===== src/rtl/cpu_bmem_arbiter.sv =====
// ---------------------------------------------------------------------------
// cpu_bmem_arbiter
//
// Memory-side front end of the out-of-order cpu. Arbitrates 256-bit line
// requests from the I-cache (read only) and D-cache (read or writeback) onto
// a single burst memory port. Read bursts may come back out of order. Each
// returning burst is steered to its requester by comparing bmem_raddr with
// the table of outstanding reads.
//
// Optional feature: define MEMARB_PERF_EN to add three saturating 32-bit
// counters: perf_rd_bursts, perf_wr_bursts and perf_stall_cycles.
//
// Ports
//   clk, rst            clock; synchronous active-low reset
//   i_addr/i_read       I-cache line read, held until i_resp
//   i_rdata/i_resp      returned line, one-cycle completion pulse
//   d_addr/d_read       D-cache line read, held until d_resp
//   d_write/d_wdata     D-cache writeback, held until d_resp
//   d_rdata/d_resp      returned line, one-cycle completion pulse
//   bmem_addr           burst address (line aligned)
//   bmem_read           read burst command
//   bmem_write/wdata    write beat valid / beat data
//   bmem_ready          memory accepts the command or beat this cycle
//   bmem_raddr/rdata/   returning read beats
//     rvalid
//   err                 sticky: a returning beat matched no outstanding read
//
// Handshake: a command or write beat on the port is transferred on a rising
// edge where it is presented (bmem_read or bmem_write high) and bmem_ready
// is high. Until then it is held unchanged. A new command is only chosen
// when the port is idle and bmem_ready is high. Returning beats have no
// back-pressure: every rvalid beat is consumed in the cycle it appears.
// ---------------------------------------------------------------------------
module cpu_bmem_arbiter #(
  parameter int DATA_W = 64,
  parameter int BEATS  = 4,
  parameter int ADDR_W = 32,
  localparam int LINE_W = DATA_W * BEATS
) (
  input  logic              clk,
  input  logic              rst,
  input  logic [ADDR_W-1:0] i_addr,
  input  logic              i_read,
  output logic [LINE_W-1:0] i_rdata,
  output logic              i_resp,
  input  logic [ADDR_W-1:0] d_addr,
  input  logic              d_read,
  input  logic              d_write,
  input  logic [LINE_W-1:0] d_wdata,
  output logic [LINE_W-1:0] d_rdata,
  output logic              d_resp,
  output logic [ADDR_W-1:0] bmem_addr,
  output logic              bmem_read,
  output logic              bmem_write,
  output logic [DATA_W-1:0] bmem_wdata,
  input  logic              bmem_ready,
  input  logic [ADDR_W-1:0] bmem_raddr,
  input  logic [DATA_W-1:0] bmem_rdata,
  input  logic              bmem_rvalid,
  output logic              err
`ifdef MEMARB_PERF_EN
  ,
  output logic [31:0]       perf_rd_bursts,
  output logic [31:0]       perf_wr_bursts,
  output logic [31:0]       perf_stall_cycles
`endif
);

  localparam int CNT_W = (BEATS > 1) ? $clog2(BEATS) : 1;
  localparam int OFF_W = $clog2(LINE_W / 8);
  localparam logic [CNT_W-1:0]  LAST_BEAT = CNT_W'(BEATS - 1);
  localparam logic [ADDR_W-1:0] LINE_MASK = ~(ADDR_W'((1 << OFF_W) - 1));

  // ST_RD_CMD holds bmem_read until the memory takes it.
  // ST_WR_BURST locks the port for the whole writeback.
  typedef enum logic [1:0] {
    ST_IDLE     = 2'd0,
    ST_RD_CMD   = 2'd1,
    ST_WR_BURST = 2'd2
  } state_t;

  state_t state_q, state_nxt;

  // Per-client bookkeeping. "issued" blocks re-issue until the resp cycle.
  // The entry tables describe reads that are waiting for data.
  logic              i_issued_q, i_issued_nxt;
  logic              d_issued_q, d_issued_nxt;
  logic              i_ent_vld_q, i_ent_vld_nxt;
  logic              d_ent_vld_q, d_ent_vld_nxt;
  logic [ADDR_W-1:0] i_ent_addr_q, i_ent_addr_nxt;
  logic [ADDR_W-1:0] d_ent_addr_q, d_ent_addr_nxt;
  logic              rr_d_q, rr_d_nxt;     // 1: D wins a tie
  logic [CNT_W-1:0]  ret_cnt_q, ret_cnt_nxt;
  logic [CNT_W-1:0]  wr_cnt_q, wr_cnt_nxt;

  logic [LINE_W-1:0] i_rdata_nxt, d_rdata_nxt;
  logic              i_resp_nxt, d_resp_nxt;
  logic [ADDR_W-1:0] bmem_addr_nxt;
  logic              bmem_read_nxt, bmem_write_nxt;
  logic [DATA_W-1:0] bmem_wdata_nxt;
  logic              err_nxt;

  logic [ADDR_W-1:0] i_line, d_line, r_line;
  logic              i_cand, d_cand, grant_i, grant_d;
  logic              hit_i, hit_d;

  assign i_line = i_addr & LINE_MASK;
  assign d_line = d_addr & LINE_MASK;
  assign r_line = bmem_raddr & LINE_MASK;

  // A read to the line the other client is still waiting on is held back.
  // This keeps every raddr matching at most one entry.
  assign i_cand = i_read && !i_issued_q &&
                  !(d_ent_vld_q && (d_ent_addr_q == i_line));
  assign d_cand = !d_issued_q &&
                  (d_write || (d_read && !(i_ent_vld_q && (i_ent_addr_q == d_line))));

  assign grant_d = (state_q == ST_IDLE) && bmem_ready && d_cand && (!i_cand || rr_d_q);
  assign grant_i = (state_q == ST_IDLE) && bmem_ready && i_cand && !grant_d;

  assign hit_i = bmem_rvalid && i_ent_vld_q && (i_ent_addr_q == r_line);
  assign hit_d = bmem_rvalid && d_ent_vld_q && (d_ent_addr_q == r_line);

  always_comb begin
    state_nxt      = state_q;
    i_issued_nxt   = i_issued_q;
    d_issued_nxt   = d_issued_q;
    i_ent_vld_nxt  = i_ent_vld_q;
    d_ent_vld_nxt  = d_ent_vld_q;
    i_ent_addr_nxt = i_ent_addr_q;
    d_ent_addr_nxt = d_ent_addr_q;
    rr_d_nxt       = rr_d_q;
    ret_cnt_nxt    = ret_cnt_q;
    wr_cnt_nxt     = wr_cnt_q;
    i_rdata_nxt    = i_rdata;
    d_rdata_nxt    = d_rdata;
    i_resp_nxt     = 1'b0;
    d_resp_nxt     = 1'b0;
    bmem_addr_nxt  = bmem_addr;
    bmem_read_nxt  = bmem_read;
    bmem_write_nxt = bmem_write;
    bmem_wdata_nxt = bmem_wdata;
    err_nxt        = err;

    // The requester still holds its request during the resp cycle, so the
    // issued flag is only dropped at the end of that cycle.
    if (i_resp) i_issued_nxt = 1'b0;
    if (d_resp) d_issued_nxt = 1'b0;

    case (state_q)
      ST_IDLE: begin
        if (grant_i) begin
          bmem_read_nxt  = 1'b1;
          bmem_addr_nxt  = i_line;
          i_issued_nxt   = 1'b1;
          i_ent_vld_nxt  = 1'b1;
          i_ent_addr_nxt = i_line;
          rr_d_nxt       = 1'b1;
          state_nxt      = ST_RD_CMD;
        end else if (grant_d) begin
          bmem_addr_nxt = d_line;
          d_issued_nxt  = 1'b1;
          rr_d_nxt      = 1'b0;
          if (d_write) begin
            bmem_write_nxt = 1'b1;
            bmem_wdata_nxt = d_wdata[DATA_W-1:0];
            wr_cnt_nxt     = '0;
            state_nxt      = ST_WR_BURST;
          end else begin
            bmem_read_nxt  = 1'b1;
            d_ent_vld_nxt  = 1'b1;
            d_ent_addr_nxt = d_line;
            state_nxt      = ST_RD_CMD;
          end
        end
      end

      ST_RD_CMD: begin
        if (bmem_ready) begin
          bmem_read_nxt = 1'b0;
          state_nxt     = ST_IDLE;
        end
      end

      ST_WR_BURST: begin
        if (bmem_ready) begin
          if (wr_cnt_q == LAST_BEAT) begin
            bmem_write_nxt = 1'b0;
            d_resp_nxt     = 1'b1;
            state_nxt      = ST_IDLE;
          end else begin
            wr_cnt_nxt = wr_cnt_q + 1'b1;
            for (int k = 0; k < BEATS; k++) begin
              if (CNT_W'(k) == wr_cnt_nxt) bmem_wdata_nxt = d_wdata[k*DATA_W +: DATA_W];
            end
          end
        end
      end

      default: state_nxt = ST_IDLE;
    endcase

    // Return path runs independently of the issue side. Bursts are not
    // interleaved, so one beat counter serves both clients.
    if (hit_i || hit_d) begin
      for (int k = 0; k < BEATS; k++) begin
        if (CNT_W'(k) == ret_cnt_q) begin
          if (hit_i) i_rdata_nxt[k*DATA_W +: DATA_W] = bmem_rdata;
          else       d_rdata_nxt[k*DATA_W +: DATA_W] = bmem_rdata;
        end
      end
      if (ret_cnt_q == LAST_BEAT) begin
        ret_cnt_nxt = '0;
        if (hit_i) begin
          i_resp_nxt    = 1'b1;
          i_ent_vld_nxt = 1'b0;
        end else begin
          d_resp_nxt    = 1'b1;
          d_ent_vld_nxt = 1'b0;
        end
      end else begin
        ret_cnt_nxt = ret_cnt_q + 1'b1;
      end
    end else if (bmem_rvalid) begin
      err_nxt = 1'b1;
    end
  end

  always_ff @(posedge clk) begin
    if (!rst) begin
      state_q      <= ST_IDLE;
      i_issued_q   <= 1'b0;
      d_issued_q   <= 1'b0;
      i_ent_vld_q  <= 1'b0;
      d_ent_vld_q  <= 1'b0;
      i_ent_addr_q <= '0;
      d_ent_addr_q <= '0;
      rr_d_q       <= 1'b1;
      ret_cnt_q    <= '0;
      wr_cnt_q     <= '0;
      i_rdata      <= '0;
      d_rdata      <= '0;
      i_resp       <= 1'b0;
      d_resp       <= 1'b0;
      bmem_addr    <= '0;
      bmem_read    <= 1'b0;
      bmem_write   <= 1'b0;
      bmem_wdata   <= '0;
      err          <= 1'b0;
    end else begin
      state_q      <= state_nxt;
      i_issued_q   <= i_issued_nxt;
      d_issued_q   <= d_issued_nxt;
      i_ent_vld_q  <= i_ent_vld_nxt;
      d_ent_vld_q  <= d_ent_vld_nxt;
      i_ent_addr_q <= i_ent_addr_nxt;
      d_ent_addr_q <= d_ent_addr_nxt;
      rr_d_q       <= rr_d_nxt;
      ret_cnt_q    <= ret_cnt_nxt;
      wr_cnt_q     <= wr_cnt_nxt;
      i_rdata      <= i_rdata_nxt;
      d_rdata      <= d_rdata_nxt;
      i_resp       <= i_resp_nxt;
      d_resp       <= d_resp_nxt;
      bmem_addr    <= bmem_addr_nxt;
      bmem_read    <= bmem_read_nxt;
      bmem_write   <= bmem_write_nxt;
      bmem_wdata   <= bmem_wdata_nxt;
      err          <= err_nxt;
    end
  end

`ifdef MEMARB_PERF_EN
  always_ff @(posedge clk) begin
    if (!rst) begin
      perf_rd_bursts    <= '0;
      perf_wr_bursts    <= '0;
      perf_stall_cycles <= '0;
    end else begin
      if ((grant_i || (grant_d && !d_write)) && (perf_rd_bursts != '1))
        perf_rd_bursts <= perf_rd_bursts + 32'd1;
      if ((state_q == ST_WR_BURST) && bmem_ready && (wr_cnt_q == LAST_BEAT) &&
          (perf_wr_bursts != '1))
        perf_wr_bursts <= perf_wr_bursts + 32'd1;
      if ((i_cand || d_cand) && !bmem_ready && (perf_stall_cycles != '1))
        perf_stall_cycles <= perf_stall_cycles + 32'd1;
    end
  end
`endif

endmodule


===== config.mk =====
export PLATFORM = sky130hd
export DESIGN_NAME = cpu_bmem_arbiter
export DESIGN_NICKNAME = d
export VERILOG_FILES = /design/src/rtl/cpu_bmem_arbiter.sv
export SDC_FILE = /design/constraint.sdc
export NUM_CORES = 1
export LEC_CHECK = 0
export CORE_AREA = 2 2 400 402
export CTS_CLUSTER_DIAMETER = 50
export DETAILED_ROUTE_END_ITERATION = 8
export DIE_AREA = 0 0 402 404
export DONT_BUFFER_PORTS = 1
export GPL_TIMING_DRIVEN = 0
export PLACE_DENSITY = 0.39
export SETUP_SLACK_MARGIN = 0.4
export SLEW_MARGIN = 20
export SYNTH_ARGS = -nofsm -noshare
export SYNTH_HDL_FRONTEND = slang
export SYNTH_SLANG_ARGS = --single-unit

===== constraint.sdc =====
create_clock -name clk -period 2.98 [get_ports clk]
set_input_delay 0.596 -clock clk [delete_from_list [all_inputs] [get_ports clk]]
set_output_delay 0.596 -clock clk [all_outputs]
set_load 0.05 [all_outputs]

Word-level counts from Yosys, hierarchy flattened
Index checks and enable logic that the tools add are counted.

storage, ports and cells
  register bits after elaboration = 678
  word-level logic and storage cells = 168

operators by class
  $add $sub $neg = 2
  eq/ne operators = 24
  mux-type cells = 65
  bitwise gates (word level) = 4
  reduce and logical (&&, ||, !) cells = 48

operators by type and width
  cell                                                                  number
  64-bit 2-to-1 mux                                                     9
  64-bit one-hot mux with 2 select lines                                1
  27-bit equality test                                                  4
  32-bit 2-to-1 mux                                                     2
  1-bit 2-to-1 mux                                                      37
  3-bit AND reduction                                                   9
  2-bit 2-to-1 mux                                                      12
  1-bit logical AND                                                     15
  2-bit inequality test, second input constant                          7
  4-bit AND reduction                                                   3
  6-bit AND reduction                                                   2
  2-bit equality test, first input constant                             4
  7-bit AND reduction                                                   1
  2-bit equality test, second input constant                            3
  1-bit zero test                                                       6
  2-bit zero test                                                       3
  3-bit inequality test, second input constant                          2
  2-bit one-hot mux with 3 select lines                                 1
  2-bit AND reduction                                                   3
  2-bit nonzero test                                                    3
  5-bit inequality test, second input constant                          1
  2-bit by 1-bit adder with 2-bit output, second input constant         2
  1-bit by 2-bit equality test with 1-bit output, first input constant  2
  1-bit NOT                                                             4
  other kinds (4)                                                       7

Logic depth before layout (Yosys ltp)
  word-level depth = 15
  gate-level depth with buffers = 11

Worst setup path before layout
No wires, ideal clock.

  path kind = input to register
  from = in bmem_raddr[7]
  to = reg i_rdata[246]
  library setup time = 0.118 ns
  data arrival time = 2.349 ns
  slack = 0.513 ns
  stages on the path = 10
  path buffers = 3
  path through = xor2_1 > or4b_4 > nor4_4 > and3_1 > buf_4 > nand2_1 > clkbuf_1 > buf_2 > nand2_1 > a21boi_2

on the way
  cells in the longest elaborated chain, start to end = 4
  elaborated cells on any way between the ends = 6
  those cells by class = 2 x eq/ne; 4 x reduce/logical

RTL lines
  element                                         line      text
  start, declared                                 57        input logic [ADDR_W-1:0] bmem_raddr,
  27-bit equality test, on equally long branches  121, 122
  1-bit logical AND, on equally long branches     121, 122
  1-bit logical OR                                205       if (hit_i || hit_d) begin
  3-bit AND reduction (no source line) (*)        n/a
  end signal, assigned                            261       i_rdata <= i_rdata_nxt;
  end, declared                                   44        output logic [LINE_W-1:0] i_rdata,

Every way passes the cells marked *; elsewhere a longest branch is shown, timed or not.
A chain may end at the register's enable or synchronous reset.

Worst setup path after layout
  from = reg i_ent_addr_q[7]
  to = reg i_rdata[144]

on the way
  cells in the longest elaborated chain, start to end = 4

RTL lines
  element                                   line  text
  start, declared                           90    logic [ADDR_W-1:0] i_ent_addr_q, i_ent_addr_nxt;
  start signal, assigned                    256   i_ent_addr_q <= i_ent_addr_nxt;
  27-bit equality test (*)                  121   assign hit_i = bmem_rvalid && i_ent_vld_q && (i_ent_addr_q == r_line);
  1-bit logical AND (*)                     121
  1-bit logical OR                          205
  3-bit AND reduction (no source line) (*)  n/a

Marked as above.

==> results.yml <==
logic_synthesis:
  yosysTopAreaCell: "dfxtp_1"
  yosys_warnings: 0
  synth_flop_cell: "dfxtp_1"
  synth_cell_types: 50
  yosysSeqAreaShare: 0.431
  netlist.area_leader.share: 0.431
  synth_area_leaders: "dfxtp_1 43%, nand2_1 12%, a21boi_2 8.6%, nand2_2 4.9%, a21boi_0 4.4%"
  synthCells: 3617
  syn_area_um2: 31200
  synth_seq_cells: 673
  post-synth-top-count-cell: "nand2_1"
  postSynthAreaPerCell_um2: 8.64
  synth_common_cells: "999 x nand2_1, 673 x dfxtp_1, 243 x nand2_2"
  synth_edf_count: 0
  async_flop_share: 0
pwr:
  clock_power_share: 0.491
  combPwrFrac: 0.109
  p_per_area_nw_per_um2: 597
  seqPwrFrac: 0.399
  internal_power_mw: 17.7
  finalPower_mw: 25.6
  p_leak_nw: 16.2
  power.switching_mw: 7.93
  ir_worst_vdd_v: 0.000462
  swShare: 0.309
timing:
  grt_setup_unrepaired: "yes"
  setup_viol: 0
  drv_slew: 0
  hold_violations: 0
  tightest_slew_ns: 1.22
  finalCritPeriodShare: 0.906
  slew_headroom: 0.189
  setup_tns_ns: 0
  period_needed_ns: 2.70
  fin_skew_ns: 0.0897
  max_freq_ghz: 0.370
floorplan:
  start_util: 0.198
  die_w_um: 402
  core_um2: 158000
  num_rows: 146
  num_io_pins: 1036
  die_y_um: 404
  die-area_um2: 162000
drt:
  routed_wl_um: 193000
  highest_layer: "met5"
  post_drt_wl_per_cell_um: 31.8
  met1_length_um: 77200
  via_count: 27534
  dr.pass1.iters: 5
  routed-wl-met3_um: 21300
  drt_iter0_drc: 1889
  final_antenna_net_count: 0
  met2_length_um: 87800
  viasPerCell: 4.54
  drc: 0
hold_path:
  min_path_type: "input port to flop"
  hold_start: "d_addr[28]"
  worstHoldEndpoint: "bmem_addr[28]$_SDFFE_PN0P_"
  whs_path_depth: 2
clock_network:
  numCtsBuffers: 105
  clock_path_buffers: 3
  clk_pin_slew_ns: 0.06
  htree_levels: 3
  clk_latency_ns: 0.75
  cts_root_buf: "clkbuf_16"
  cts_tree: "built"
  cts_sinks: 673
place:
  gp_congestion: 1.00
  hpwl_um: 142000
  port_buffers: 0
worst_setup_path:
  rr_endpoint: "i_rdata[144]$_SDFFE_PN0P_"
  cp-start-kind: "flop"
  reg2regPathDepth: 10
  reg2reg_slack_ns: 0.28
  slowest_stage: "or4b_4"
  critPathMaxFanout: 9
  worstPathArrival_ns: 3.34
  cpPeakStageDelay_ns: 0.52
  path_class: "flop to flop"
  crit_chain: "xor2_2, or4b_4, nor4_4, and3_4, buf_12, and2_4, buf_16, clkbuf_16, nand2_2, a21boi_2"
  r2r-start: "i_ent_addr_q[7]$_SDFFE_PN0P_"
  worstPathRequired_ns: 3.62
  endpoint_kind: "flop"
global_route:
  grt_max_degree: 18
  track_usage: 0.217
  antenna_found_initial: 43
  grt_pass1_vias: 25960
  grt_overflow: 0
  grt_pass1_wl_um: 242000
finish:
  layout.nets: 4314
  area_growth_pct: 37.5
  layout-drive-gt1-share: 0.327
  postLayoutCoreUtil: 0.272
job:
  cap_violations: 0
outcome:
  status: "finished clean"
[repair_timing]
item,in CTS,in global routing
pin swaps,24,399
setup endpoints to repair,658,619
hold buffers,43,0
gates resized for setup,262,646
setup buffers,31,16
hold endpoints to repair,62,0
cloned,7,54
[logic make-up after synthesis]
| logic type | count (synthesis) | share of synthesized area |
|---|---|---|
| compound gates | 878 | 0.229 |
| fa+ha+maj | 8 | 0.00320 |
| xor+xnor | 108 | 0.0303 |
| buf+inv | 344 | 0.0689 |
| mux | 92 | 0.0295 |
| flops | 673 | 0.431 |
| simple gates | 1513 | 0.208 |
| other cells | 1 | 0.000120 |
[per-layer routing]
layer,global-route usage,vias to the layer above
met5,0,-
met4,0.0685,22
met3,0.101,260
met2,0.350,1177
met1,0.255,13564
li1,-,12511
[worst max-delay path by stage]
stage	start	cells after the start	endpoint	slack (ns)
after global routing	d_ent_addr_q[22]$_SDFFE_PN0P_	11	d_rdata[209]$_SDFFE_PN0P_	0.19
after CTS	i_ent_addr_q[7]$_SDFFE_PN0P_	9	d_rdata[89]$_SDFFE_PN0P_	0.33
after floorplan	bmem_raddr[7]	10	i_rdata[246]$_SDFFE_PN0P_	0.51
final	i_ent_addr_q[7]$_SDFFE_PN0P_	10	i_rdata[144]$_SDFFE_PN0P_	0.28
after global placement	i_addr[22]	9	state_q[1]$_SDFFE_PN0P_	-1.34
after detailed placement	i_addr[22]	9	state_q[1]$_SDFFE_PN0P_	-1.28
[worst max-delay path, delay by kind of cell, from the launching register on]
family / cells / cell delay, ns
flip-flops: 1 / 0.36
XOR/XNOR: 1 / 0.18
AND/OR/NAND/NOR: 5 / 1.29
AO/OA/AOI/OAI: 1 / 0.14
buffers and inverters: 3 / 0.55
[power by group through the flow]
stage	sequential, mW	combinational (mW)	clock (mW)
6_report	10.2	2.80	12.6
5_1_grt	10.2	2.97	13.2
4_1_cts	10.2	2.68	12.9
3_5_place_dp	10.4	2.46	0
3_3_place_gp	10.4	2.44	0
2_1_floorplan	10.2	1.52	0
[final cells by class]
class,count,area [µm²]
Timing Repair Buffer,153,2670
Tap cell,2072,2590
Clock buffer,137,2950
Fill cell,16966,115000
Inverter,7,26.3
Antenna cell,20,50.0
Buffer,337,2880
Clock inverter,57,649
Multi-Input combinational cell,2606,17600
Sequential cell,673,13500
[cells in the final DEF, fill, tap and decap left out, types with 11 or more instances in the layout]
cell             n
buf_6           23
nand2_4        184
dfxtp_1        658
inv_6           15
diode_2         20
buf_12          65
nand4_1         14
buf_16          11
a21boi_0        91
clkbuf_2        25
xor2_1          56
dfxtp_2         11
a31oi_1         27
a21boi_2       291
xnor2_2         12
a211o_1         65
buf_8           23
clkbuf_8        21
a21boi_1       227
clkinv_2        17
o21ai_0         29
clkbuf_1       119
nor2_1         201
nand2_2        235
buf_4          116
a21oi_1        131
mux2i_1         91
nand2_1        818
xnor2_1         30
clkbuf_16      159
dlygate4sd3_1   43
[flip-flops by register name, summed over array words and instances (netlist names), 2 cells and up]
register and flops:
d_rdata 256, d_ent_addr_q 27, ret_cnt_q 2, wr_cnt_q 2, bmem_addr 27, i_rdata 256
bmem_wdata 64, state_q 2, i_ent_addr_q 27
[metrics by stage]
step	worst slack (ns)	area [µm²]	cells	hold slack (ns)
floorplan	0.513	31300	3621	0.452
global placement	-1.34	33900	5693	0.480
detailed placement	-1.28	34000	5697	0.483
CTS	0.330	39500	5972	0.000832
global route	0.194	42900	6044	0.0478
finish	0.279	43000	6062	0.0759
No activity file was read; power rests on OpenSTA's default activity.
